<file path="src/rtl/soc_cpu_oci_pkg.sv">
// Shared OCI trace definitions: direct-compressed-trace code values, the
// packer sequencing states and the default trace-word width.
package soc_cpu_oci_pkg;

  localparam logic [1:0] DCT_SEQ    = 2'b00;
  localparam logic [1:0] DCT_TAKEN  = 2'b01;
  localparam logic [1:0] DCT_NTAKEN = 2'b10;
  localparam logic [1:0] DCT_EXC    = 2'b11;

  // {count(4), pad(2), buffer(15 codes x 2 bits)}
  localparam int unsigned TW_W = 36;

  typedef enum logic [1:0] {
    RUN,
    FLUSH,
    DONE
  } dct_state_e;

endpackage

</file>
<file path="src/rtl/soc_cpu_oci_dct_packer_if.sv">
// Trace-side handshakes of the DCT packer.
//   itrace_valid/itrace_code/itrace_ready : per-instruction code stream in
//   tw_valid/tw_data/tw_ready             : packed trace words out to the FIFO
// master: the surrounding system (code source and FIFO sink).
// slave : the packer.
interface soc_cpu_oci_dct_packer_if
  import soc_cpu_oci_pkg::*;
#(
  parameter int unsigned FRAG_W = 2,
  parameter int unsigned TW_W   = soc_cpu_oci_pkg::TW_W
);
  logic              itrace_valid;
  logic [FRAG_W-1:0] itrace_code;
  logic              itrace_ready;
  logic              tw_valid;
  logic [TW_W-1:0]   tw_data;
  logic              tw_ready;

  modport master (
    output itrace_valid, itrace_code, tw_ready,
    input  itrace_ready, tw_valid, tw_data
  );

  modport slave (
    input  itrace_valid, itrace_code, tw_ready,
    output itrace_ready, tw_valid, tw_data
  );
endinterface

</file>
<file path="src/rtl/soc_cpu_oci_tw_slot.sv">
// Single-entry valid/ready output register for trace words.
//   load/load_data : capture a new word (only issued while free=1)
//   out_valid/out_data/out_ready : downstream handshake; data held while stalled
//   free           : slot empty now, or emptying on this cycle's handshake
module soc_cpu_oci_tw_slot #(
  parameter int unsigned W = 36
) (
  input  logic         clk,
  input  logic         rst_n,
  input  logic         load,
  input  logic [W-1:0] load_data,
  input  logic         out_ready,
  output logic         out_valid,
  output logic [W-1:0] out_data,
  output logic         free
);

  assign free = !out_valid || out_ready;

  always_ff @(posedge clk or negedge rst_n) begin
    if (!rst_n) begin
      out_valid <= 1'b0;
      out_data  <= '0;
    end else if (load) begin
      out_valid <= 1'b1;
      out_data  <= load_data;
    end else if (out_ready) begin
      out_valid <= 1'b0;
    end
  end

endmodule

</file>
<file path="src/rtl/soc_cpu_oci_dct_packer.sv">
// Packs 2-bit direct-compressed-trace codes into trace words
// {dct_count, 2'b00, dct_buffer}; oldest code sits in the buffer MSBs.
//   clk, reset_n    : clock, async active-low reset
//   trc_ctrl_en     : trace enable; codes ignored while low
//   flush_req       : pulse requesting emission of a partial word
//   flush_done      : one-cycle pulse when a flush completes
//   bus             : code input and trace-word output handshakes
//   dct_buffer/count: live packing register and its fill level
module soc_cpu_oci_dct_packer
  import soc_cpu_oci_pkg::*;
#(
  parameter int unsigned FRAG_W = 2,
  parameter int unsigned DEPTH  = 15,
  parameter int unsigned CNT_W  = 4,
  localparam int unsigned BUF_W = FRAG_W * DEPTH,
  localparam int unsigned TW_W  = CNT_W + 2 + BUF_W
) (
  input  logic                     clk,
  input  logic                     reset_n,
  input  logic                     trc_ctrl_en,
  input  logic                     flush_req,
  output logic                     flush_done,
  soc_cpu_oci_dct_packer_if.slave  bus,
  output logic [BUF_W-1:0]         dct_buffer,
  output logic [CNT_W-1:0]         dct_count
);

  localparam logic [CNT_W-1:0] DEPTH_C = CNT_W'(DEPTH);

  dct_state_e state;
  logic       full;
  logic       slot_free;
  logic       accept;
  logic       emit;

  assign full   = (dct_count == DEPTH_C);
  // slot_free already folds in "tw_valid & tw_ready this cycle"
  assign bus.itrace_ready = (state == RUN) && !(full && !slot_free);
  assign accept = trc_ctrl_en && bus.itrace_valid && bus.itrace_ready;
  assign emit   = slot_free && (full || (state == FLUSH && dct_count != '0));

  soc_cpu_oci_tw_slot #(.W(TW_W)) u_slot (
    .clk       (clk),
    .rst_n     (reset_n),
    .load      (emit),
    .load_data ({dct_count, 2'b00, dct_buffer}),
    .out_ready (bus.tw_ready),
    .out_valid (bus.tw_valid),
    .out_data  (bus.tw_data),
    .free      (slot_free)
  );

  always_ff @(posedge clk or negedge reset_n) begin
    if (!reset_n) begin
      state      <= RUN;
      dct_buffer <= '0;
      dct_count  <= '0;
      flush_done <= 1'b0;
    end else begin
      // An accept coinciding with an emit starts the fresh word with that code.
      if (emit) begin
        dct_buffer <= accept ? BUF_W'(bus.itrace_code) : '0;
        dct_count  <= accept ? CNT_W'(1) : '0;
      end else if (accept) begin
        dct_buffer <= {dct_buffer[BUF_W-FRAG_W-1:0], bus.itrace_code};
        dct_count  <= dct_count + CNT_W'(1);
      end

      // A partial flush emits first; the emptied count then routes FLUSH to DONE,
      // so flush_done trails the flushed word by one cycle.
      case (state)
        RUN: begin
          flush_done <= 1'b0;
          if (flush_req) state <= FLUSH;
        end
        FLUSH: begin
          if (dct_count == '0) begin
            state      <= DONE;
            flush_done <= 1'b1;
          end
        end
        DONE: begin
          state      <= RUN;
          flush_done <= 1'b0;
        end
        default: begin
          state      <= RUN;
          flush_done <= 1'b0;
        end
      endcase
    end
  end

endmodule

</file>
<file path="src/flat_wrapper.sv">
// flat-port wrapper written by rule: the top's interface ports become plain ports
module soc_cpu_oci_dct_packer_flat import soc_cpu_oci_pkg::*;
#(
  parameter int unsigned FRAG_W = 2,
  parameter int unsigned DEPTH  = 15,
  parameter int unsigned CNT_W  = 4,
  localparam int unsigned BUF_W = FRAG_W * DEPTH,
  localparam int unsigned TW_W  = CNT_W + 2 + BUF_W
)
  (clk, reset_n, trc_ctrl_en, flush_req, flush_done, dct_buffer, dct_count, bus_itrace_valid, bus_itrace_code, bus_tw_ready, bus_itrace_ready, bus_tw_valid, bus_tw_data);
  soc_cpu_oci_dct_packer_if #(.FRAG_W(FRAG_W), .TW_W(36)) bus_i ();
  input  logic clk;
  input  logic reset_n;
  input  logic trc_ctrl_en;
  input  logic flush_req;
  output logic flush_done;
  output logic [BUF_W-1:0] dct_buffer;
  output logic [CNT_W-1:0] dct_count;
  input wire logic [$bits(bus_i.itrace_valid)-1:0] bus_itrace_valid;
  input wire logic [$bits(bus_i.itrace_code)-1:0] bus_itrace_code;
  input wire logic [$bits(bus_i.tw_ready)-1:0] bus_tw_ready;
  output wire logic [$bits(bus_i.itrace_ready)-1:0] bus_itrace_ready;
  output wire logic [$bits(bus_i.tw_valid)-1:0] bus_tw_valid;
  output wire logic [$bits(bus_i.tw_data)-1:0] bus_tw_data;
  assign bus_i.itrace_valid = bus_itrace_valid;
  assign bus_i.itrace_code = bus_itrace_code;
  assign bus_i.tw_ready = bus_tw_ready;
  assign bus_itrace_ready = bus_i.itrace_ready;
  assign bus_tw_valid = bus_i.tw_valid;
  assign bus_tw_data = bus_i.tw_data;
  soc_cpu_oci_dct_packer #(.FRAG_W(FRAG_W), .DEPTH(DEPTH), .CNT_W(CNT_W)) u_core (.clk(clk), .reset_n(reset_n), .trc_ctrl_en(trc_ctrl_en), .flush_req(flush_req), .flush_done(flush_done), .bus(bus_i), .dct_buffer(dct_buffer), .dct_count(dct_count));
endmodule
</file>
<file path="config.mk">
export PLATFORM = sky130hd
export DESIGN_NAME = soc_cpu_oci_dct_packer_flat
export DESIGN_NICKNAME = d
export VERILOG_FILES = /design/src/rtl/soc_cpu_oci_pkg.sv /design/src/rtl/soc_cpu_oci_dct_packer_if.sv /design/src/rtl/soc_cpu_oci_tw_slot.sv /design/src/rtl/soc_cpu_oci_dct_packer.sv /design/src/flat_wrapper.sv
export SDC_FILE = /design/constraint.sdc
export NUM_CORES = 1
export LEC_CHECK = 0
export BUFFER_PORTS_ARGS = -buffer_cell sky130_fd_sc_hd__buf_2
export CAP_MARGIN = 10
export CORE_ASPECT_RATIO = 0.75
export CORE_MARGIN = 3
export CORE_UTILIZATION = 50
export CTS_CLUSTER_SIZE = 40
export DETAILED_ROUTE_END_ITERATION = 16
export PLACE_DENSITY_LB_ADDON = 0.08
export SLEW_MARGIN = 20
export SYNTH_ARGS = -nofsm -noshare
export SYNTH_HDL_FRONTEND = slang
export SYNTH_HIERARCHICAL = 1
export SYNTH_SLANG_ARGS = --single-unit
</file>
<file path="constraint.sdc">
create_clock -name clk -period 4.9 [get_ports clk]
set_clock_uncertainty 0.1 [all_clocks]
set_input_delay 1.225 -clock clk [delete_from_list [all_inputs] [get_ports clk]]
set_output_delay 1.225 -clock clk [all_outputs]
set_load 0.05 [all_outputs]
</file>
Word-level counts from Yosys, hierarchy flattened:

Index checks and enable logic that the tools add are counted.

* flip-flop bits (word level): 72
* bits in latches: 0
* bits in writable memories: 0
* bits in read-only memories: 0
* input port bits: 8
* logic and storage cells: 41
* memories: 0

* add/sub/neg operators: 1
* $mul: 0
* div/mod/pow operators: 0
* $lt $le $gt $ge: 0
* eq/ne operators: 4
* shifts and indexed selects: 0
* multiplexer cells: 13
* bitwise gates (word level): 0
* reductions and logical operators: 17

Operators with widths (number)
* 30-bit two-way mux: 2
* 4-bit two-way mux: 2
* 1-bit logical AND: 6
* 2-bit two-way mux: 3
* 1-bit two-way mux: 5
* 4-bit by 1-bit adder with 4-bit output, second input constant: 1
* 4-bit == test, second input constant: 1
* 4-bit logical NOT: 1
* 2-bit inequality test, second input constant: 2
* 2-bit case mux with 2 select lines: 1
* 2-bit nonzero test: 2
* 4-bit nonzero test: 1
* 1-bit logical NOT: 3
* 2-bit by 1-bit == test with 1-bit output, second input constant: 1
* 2-bit logical NOT: 1
* 1-bit logical OR: 2
* 2-bit AND reduction: 1

Logic depth before layout (Yosys ltp):

Gate-level depths: netlist of the first run.

* depth after elaboration: 9
* gate-level depth with buffers: 9
* depth with buffers taken out: 6

By module:

Netlist of the first run, hierarchy kept.

Modules (own cells, without submodules)
* soc_cpu_oci_dct_packer: times used 1, cells each 171, area an instance 1564.0 um^2, seq. area each 925.9 um^2
* soc_cpu_oci_tw_slot: times used 1, cells each 79, area an instance 1524.0 um^2, seq. area each 925.9 um^2

Least setup slack after synthesis of the first run:

Ideal clock, no wire load.

* path type: input to output
* start point: input bus_tw_ready
* end point: output bus_itrace_ready
* arrival: 1916 ps
* slack: 1659 ps
* cell stages on the path: 3
* path through: nand2b_1 -> nand4b_1 -> and2_1

* word-level cells in the longest chain between the ends: 5

RTL lines
* start: declaration: line flat_wrapper.sv:21 `input wire logic [$bits(bus_i.tw_ready)-1:0] bus_tw_ready;`
* 1-bit logical OR: line soc_cpu_oci_tw_slot.sv:18 `assign free = !out_valid || out_ready;`
* 1-bit logical NOT: line soc_cpu_oci_dct_packer.sv:38 `assign bus.itrace_ready = (state == RUN) && !(full && !slot_free);`
* 1-bit logical AND: line soc_cpu_oci_dct_packer.sv:38
* 1-bit logical NOT: line soc_cpu_oci_dct_packer.sv:38
* 1-bit logical AND: line soc_cpu_oci_dct_packer.sv:38
* end: declaration: line flat_wrapper.sv:22 `output wire logic [$bits(bus_i.itrace_ready)-1:0] bus_itrace_ready;`

No other way between the ends.

Worst setup path after layout of the first run:

* start point: input bus_tw_ready
* end point: output bus_itrace_ready

* word-level cells in the longest chain between the ends: 5

RTL lines
* 1-bit logical OR: line soc_cpu_oci_tw_slot.sv:18
* via u_core.slot_free: line soc_cpu_oci_dct_packer.sv:32 `logic slot_free;`
* 1-bit logical NOT: line soc_cpu_oci_dct_packer.sv:38
* 1-bit logical AND: line soc_cpu_oci_dct_packer.sv:38
* 1-bit logical NOT: line soc_cpu_oci_dct_packer.sv:38
* 1-bit logical AND: line soc_cpu_oci_dct_packer.sv:38

The timed path passes the listed nets, and every way through them passes these cells.

==> results of run 1 <==
-- synthesized netlist by cell type --
cell type	number	area [um2]
dfrtp_1	74	1850
nand2_1	62	233
a21oi_1	31	155
mux2_4	29	435
buf_2	9	45.0
mux2_2	7	78.8
nor2_1	6	22.5
o21ai_0	5	25.0
and2_1	3	18.8
buf_12	3	60.1
nand2b_1	3	18.8
buf_6	2	22.5
ha_1	2	25.0
inv_1	2	7.51
a211oi_1	1	7.51
and2b_1	1	7.51
and3_1	1	6.26
and4_1	1	8.76
conb_1	1	3.75
nand3_1	1	5.00
nand4_1	1	6.26
nand4b_1	1	8.76
nor4_2	1	12.5
o21a_1	1	7.51
or3_1	1	6.26
xnor2_1	1	8.76
-- metal layers --
metal  vias up  wire length, um
met5         -                0
met4         0               39
met3         4              327
met2        56             2730
met1      1023             2780
li1       1000                -
-- final timing paths --
check / startpoint / end / slack, ns / cells past startpoint
max: bus_tw_ready / bus_itrace_ready / 1.53 / 5
min: u_core/state[1] / u_core/state[0] / 0.36 / 1
max reg2reg: u_core/dct_count[0] / u_core/u_slot/out_data[0] / 2.57 / 6
min reg2reg: u_core/state[1] / u_core/state[0] / 0.36 / 1
max in group asynchronous: reset_n / u_core/dct_buffer[6] / 3.19 / 1
min in group asynchronous: reset_n / u_core/dct_buffer[28] / 0.90 / 1
-- worst register-to-register path: cells and delay by family, from the launching register on --
family | cells | cell delay (ns)
AND/OR/NAND/NOR | 2 | 0.52
flip-flops | 1 | 0.44
multiplexers | 1 | 0.38
buffers and inverters | 1 | 0.37
adder cells (fa/ha/maj) | 1 | 0.24
AO/OA/AOI/OAI | 1 | 0.16
-- cell families (layout without fill, tap and decap cells) --
kind of cell / after synthesis / in the layout
flops: 74 / 74
mux: 36 / 36
other cells: 1 / 2
fa+ha+maj: 2 / 2
xor+xnor: 1 / 1
buf+inv: 16 / 101
simple gates: 82 / 82
compound gates: 38 / 38
-- through the flow --
step | cells | area, um2
global route | 414 | 3730
detailed placement | 398 | 3510
floorplan | 251 | 3090
global placement | 398 | 3510
CTS | 414 | 3730
finish | 414 | 3730
-- state kept, by name, indices dropped and copies added (netlist names) --
name                     count
u_core/u_slot/out_data      36
u_core/dct_buffer           30
u_core/dct_count             4
u_core/state                 2
u_core/flush_done            1
u_core/u_slot/out_valid      1
-- cells in the final DEF (no fill, tap or decap) --
cell type / n
a211oi_1: 1
a21oi_1: 31
and2_1: 3
and2b_1: 1
and3_1: 1
and4_1: 1
buf_12: 1
buf_2: 79
buf_4: 3
bufinv_16: 2
clkbuf_1: 1
clkbuf_8: 10
clkinv_2: 2
clkinvlp_4: 1
conb_1: 2
dfrtp_1: 74
ha_1: 2
inv_1: 2
mux2_2: 7
mux2_4: 29
nand2_1: 62
nand2b_1: 3
nand3_1: 1
nand4_1: 1
nand4b_1: 1
nor2_1: 5
nor2_4: 1
nor4_2: 1
o21a_1: 1
o21ai_0: 5
or3_1: 1
xnor2_1: 1
-- layout make-up --
cell class	count	area, um2
flip-flops and latches	74	1850
clock inverters	5	77.6
well taps	78	97.6
fillers	516	2160
clock buffers	11	141
repair buffers	83	438
multi-input cells	161	1110
inverters	2	7.51
-- power breakdown --
part / internal (uW) / total, uW / switching (uW)
logic: 256 / 914 / 659
clock network: 299 / 507 / 208
registers: 732 / 824 / 92.5
==> reports/metrics.cfg, run 1 <==
[outcome]
status=finished clean

[drt]
antenna_left=0
vias_per_cell=5.03
dr_total_vias=2083
dr.pass1.iters=4
drtIter0Drc=92
routed_wl_um=5880
drc=0
wire_per_inst_um=14.2

[cts]
cts_tree=built
clock_path_buffers=2
postCtsHoldBufs=0
ctsResizeCount=0
htree_levels=3
postCtsSetupBuffers=0
worstSkewPairLatency_ns=0.33
cts_buffers=9
clk_pin_slew_ns=0.07
cts_root_buf=clkbuf_8
cts.sinks=74

[sta]
rsz0062_at_grt=no
slew_violations=0
relSlewSlack_pct=39.8
worst_slew_pin_slew_ns=0.903
hold_viol=0
fin_hold_ws_ns=0.358
final.period_utilization_pct=68.8
setup_slack_ns=1.53
fmaxAchievable_mhz=297
tns_ns=0
min_period_ns=3.37
setup_violations=0

[critical_path]
required_ns=3.58
cp_slowest_stage_delay_ns=0.21
arrival_ns=2.05
crit_path_end_kind=output pin
critPathSlowestCell=nand4b_1
cp_num_buf_inv=2
critPathMaxFanout=3
cpLargestDelayFamily=simple AND/OR/NAND/NOR gates
crit_type=primary input to output pin
crit_chain=buf_2 -> nand2b_1 -> nand4b_1 -> and2_1 -> buf_2
cp-start-kind=primary input
crit_top_cell=buf_2

[pwr]
peakVddDrop_uv=389
total_power_uw=2250
p_per_area_mw_per_mm2=603
p_leak_uw=0.00196

[floorplanning]
num_rows=24
io-pin-count=81
die_y_um=74.1
start_util_pct=52.5
die_x_um=96.7
core_mm2=0.00589
fp.dieArea_mm2=0.00716

[global_routing]
gr-usage-met2_pct=26.2
overflow=0
grt_use_met1_pct=24.2
grt_antenna_before_repair=0
top_usage_layer=met2
grt_use_total_pct=17.5
grt_pass1_vias=2000
met3_usage_pct=6.09
grt_max_degree=75
grt_pass1_wl_um=9970

[synth]
synth_top_family_by_area=multiplexers
synthMuxAreaShare_pct=16.7
synth_area_per_cell_um2=12.4
synth.ff_latch_count=74
synthSimpleGateAreaFrac_pct=11.5
synth_adder_area_share_pct=0.810
yosysWarnings=6
ys_seq_area_share_pct=60.0
synth_compound_area_share_pct=6.32
synth_xor_xnor_area_share_pct=0.284
synth_area_mm2=0.00309
syn_inst=250
ys_types=26

[flow_run]
cap_viol_max_count=0

[place]
place_hpwl_um=3810
globalplace.congestion=0.704
port_buffers=80
preCtsSetupSlack_ns=1.52

[finish]
drive_above_1_share_pct=40.5
antenna_cells=0
layout.nets=341
final_util_pct=63.3
area_delta_synth_final_pct=20.7

[min_path]
hold_path.class=flip-flop to flip-flop

No activity file was read; power rests on OpenSTA's default activity.
==> run 2: changes to the inputs <==
--- a/config.mk
+++ b/config.mk
@@ -9,7 +9,7 @@
 export CAP_MARGIN = 10
 export CORE_ASPECT_RATIO = 0.75
 export CORE_MARGIN = 3
-export CORE_UTILIZATION = 50
+export CORE_UTILIZATION = 47
 export CTS_CLUSTER_SIZE = 40
 export DETAILED_ROUTE_END_ITERATION = 16
 export PLACE_DENSITY_LB_ADDON = 0.08
==> constraint.sdc (replaced) <==
create_clock -name clk -period 2.9 [get_ports clk]
set_clock_uncertainty 0.1 [all_clocks]
set_input_delay 0.725 -clock clk [delete_from_list [all_inputs] [get_ports clk]]
set_output_delay 0.725 -clock clk [all_outputs]
set_load 0.05 [all_outputs]
==> reports/metrics.cfg, run 2 (synthesized netlist as in run 1, its figures left out) <==
[place]
place_hpwl_um=3830  ; was 3810 um
globalplace.congestion=0.707  ; was 0.704
placed_cells=400  ; was 398
port_buffers=80  ; unchanged

[critical_path]
critPathMaxFanout=3  ; unchanged
cp-start-kind=primary input  ; unchanged
crit_path_end_kind=output pin  ; unchanged
rr_worst_depth=6  ; unchanged
required_ns=2.08  ; was 3.58 ns
rr_startpoint=u_core/dct_count[1]  ; was u_core/dct_count[0]
crit_start=bus_tw_ready  ; unchanged
arrival_ns=1.57  ; was 2.05 ns
crit_type=primary input to output pin  ; unchanged
reg2reg_to=u_core/dct_buffer[24]  ; was u_core/u_slot/out_data[0]
regToRegSetupSlack_ns=0.66  ; was 2.57 ns

[drt]
antenna_left=0  ; unchanged
drc=0  ; unchanged
wire_per_inst_um=14.5  ; was 14.2 um
vias_per_cell=5.03  ; about the same
drtIter0Drc=74  ; was 92
routed_wl_um=6030  ; was 5880 um
dr.pass1.iters=4  ; unchanged
dr_total_vias=2088  ; was 2083

[min_path]
hold_path.class=flip-flop to flip-flop  ; unchanged
hold_depth=1  ; unchanged
worstHoldEndpoint=u_core/state[0]  ; unchanged
hold_path.startpoint=u_core/state[1]  ; unchanged

[cts]
cts_buffers=9  ; unchanged
ctsResizeCount=0  ; unchanged
clock_path_buffers=2  ; unchanged
worstSkewPairLatency_ns=0.33  ; about the same
postCtsHoldBufs=0  ; unchanged
clk_pin_slew_ns=0.08  ; was 0.07 ns
htree_levels=3  ; unchanged
postCtsSetupBuffers=0  ; unchanged
cts_root_buf=clkbuf_8  ; unchanged
cts_tree=built  ; unchanged
cts.sinks=74  ; unchanged

[pwr]
p_leak_uw=0.00198  ; was 0.00196 uW
peakVddDrop_uv=639  ; was 389 uV
p_per_area_mw_per_mm2=1020  ; was 603 mW/mm2

[floorplanning]
die_x_um=99.6  ; was 96.7 um
num_rows=24  ; unchanged
start_util_pct=50.9  ; was 52.5%
fp.dieArea_mm2=0.00759  ; was 0.00716 mm2
io-pin-count=81  ; unchanged
die_y_um=76.2  ; was 74.1 um
core_mm2=0.00607  ; was 0.00589 mm2

[flow_run]
cap_viol_max_count=0  ; unchanged

[global_routing]
overflow=0  ; unchanged
grt_pass1_vias=2058  ; was 2000
grt_max_degree=75  ; unchanged
grt_pass1_wl_um=10500  ; was 9970 um
grt_antenna_before_repair=0  ; unchanged
grt_use_total_pct=17.2  ; was 17.5%

[sta]
setup_violations=0  ; unchanged
worst_slew_pin_slew_ns=0.919  ; was 0.903 ns
slew_violations=0  ; unchanged
final.period_utilization_pct=82.4
relSlewSlack_pct=38.7  ; was 39.8%
fmaxAchievable_mhz=418
hold_viol=0  ; unchanged
min_period_ns=2.39
tns_ns=0  ; unchanged
rsz0062_at_grt=no  ; unchanged

[finish]
layout_commonest_cell=buf_2  ; unchanged
antenna_cells=0  ; unchanged
layout.nets=343  ; was 341
final_cell_mix=buf_2, dfrtp_1, nand2_1  ; unchanged
area_delta_synth_final_pct=21.8  ; was 20.7%
regMostFlops=u_core/u_slot/out_data  ; unchanged
largest_registers=u_core/u_slot/out_data x36, u_core/dct_buffer x30, u_core/dct_count x4  ; unchanged
instances_no_fill=415  ; was 414
nFillCells=506  ; was 516
drive_above_1_share_pct=40.9  ; was 40.5%
largest_reg_flops=36  ; unchanged

[outcome]
status=finished clean  ; unchanged

## run 2: changes by cell type in the layout (fill, tap and decap cells not counted), sizes merged
cell      previous run  this run
buf                 83        85
clkinv               2         1
clkinvlp             1         0
inv                  2         3
## run 2: worst max-delay path by stage
stage | slack [ns] | end | cells past startpoint
3_5_place_dp | 0.40 | u_core/dct_buffer[28] | 7
3_3_place_gp | 0.49 | u_core/dct_buffer[17] | 7
2_1_floorplan | 0.39 | u_core/u_slot/out_data[10] | 8
5_1_grt | 0.42 | bus_itrace_ready | 4
6_report | 0.51 | bus_itrace_ready | 5
4_1_cts | 0.51 | bus_itrace_ready | 4
## run 2: final cells by class
| type | instances | area [um2] | area share (%) |
|---|---|---|---|
| Tap cell | 78 | 97.6 | 2.60 |
| Inverter | 2 | 7.51 | 0.200 |
| Clock buffer | 11 | 151 | 4.03 |
| Multi-Input combinational cell | 161 | 1110 | 29.6 |
| Sequential cell | 74 | 1850 | 49.3 |
| Clock inverter | 4 | 73.8 | 1.96 |
| Timing Repair Buffer | 85 | 465 | 12.4 |
## run 2: per-stage QoR
stage | util (%) | power, uW | instance area (um2) | hold slack (ns) | worst slack (ns)
floorplan | - | 2660 | 3090 | 0.320 | 0.394
CTS | 62.0 | 3900 | 3760 | 0.361 | 0.506
detailed placement | 58.3 | 2990 | 3530 | 0.336 | 0.399
global placement | 58.3 | 2970 | 3530 | 0.334 | 0.491
finish | 62.0 | 3850 | 3760 | 0.352 | 0.510
global route | 62.0 | 4070 | 3760 | 0.393 | 0.416
## run 2: layer usage
metal | GRT usage (%) | wire, um | vias to the layer above
met5 | 0 | 0 | -
met4 | 4.91 | 51 | 0
met3 | 5.31 | 356 | 6
met2 | 23.6 | 2490 | 64
met1 | 26.2 | 3120 | 1014
li1 | - | - | 1004
## run 2: where the power goes
| part | total (uW) | switching, uW | internal, uW | leakage [uW] |
|---|---|---|---|---|
| clock network | 894 | 365 | 529 | 0.000116 |
| registers | 1400 | 161 | 1240 | 0.00101 |
| logic | 1560 | 1110 | 449 | 0.000853 |
## run 2: critical path, stage by stage
cell	delay (ns)
buf_2	0.09
nand2b_1	0.16
nand4b_1	0.21
and2_1	0.17
buf_2	0.20
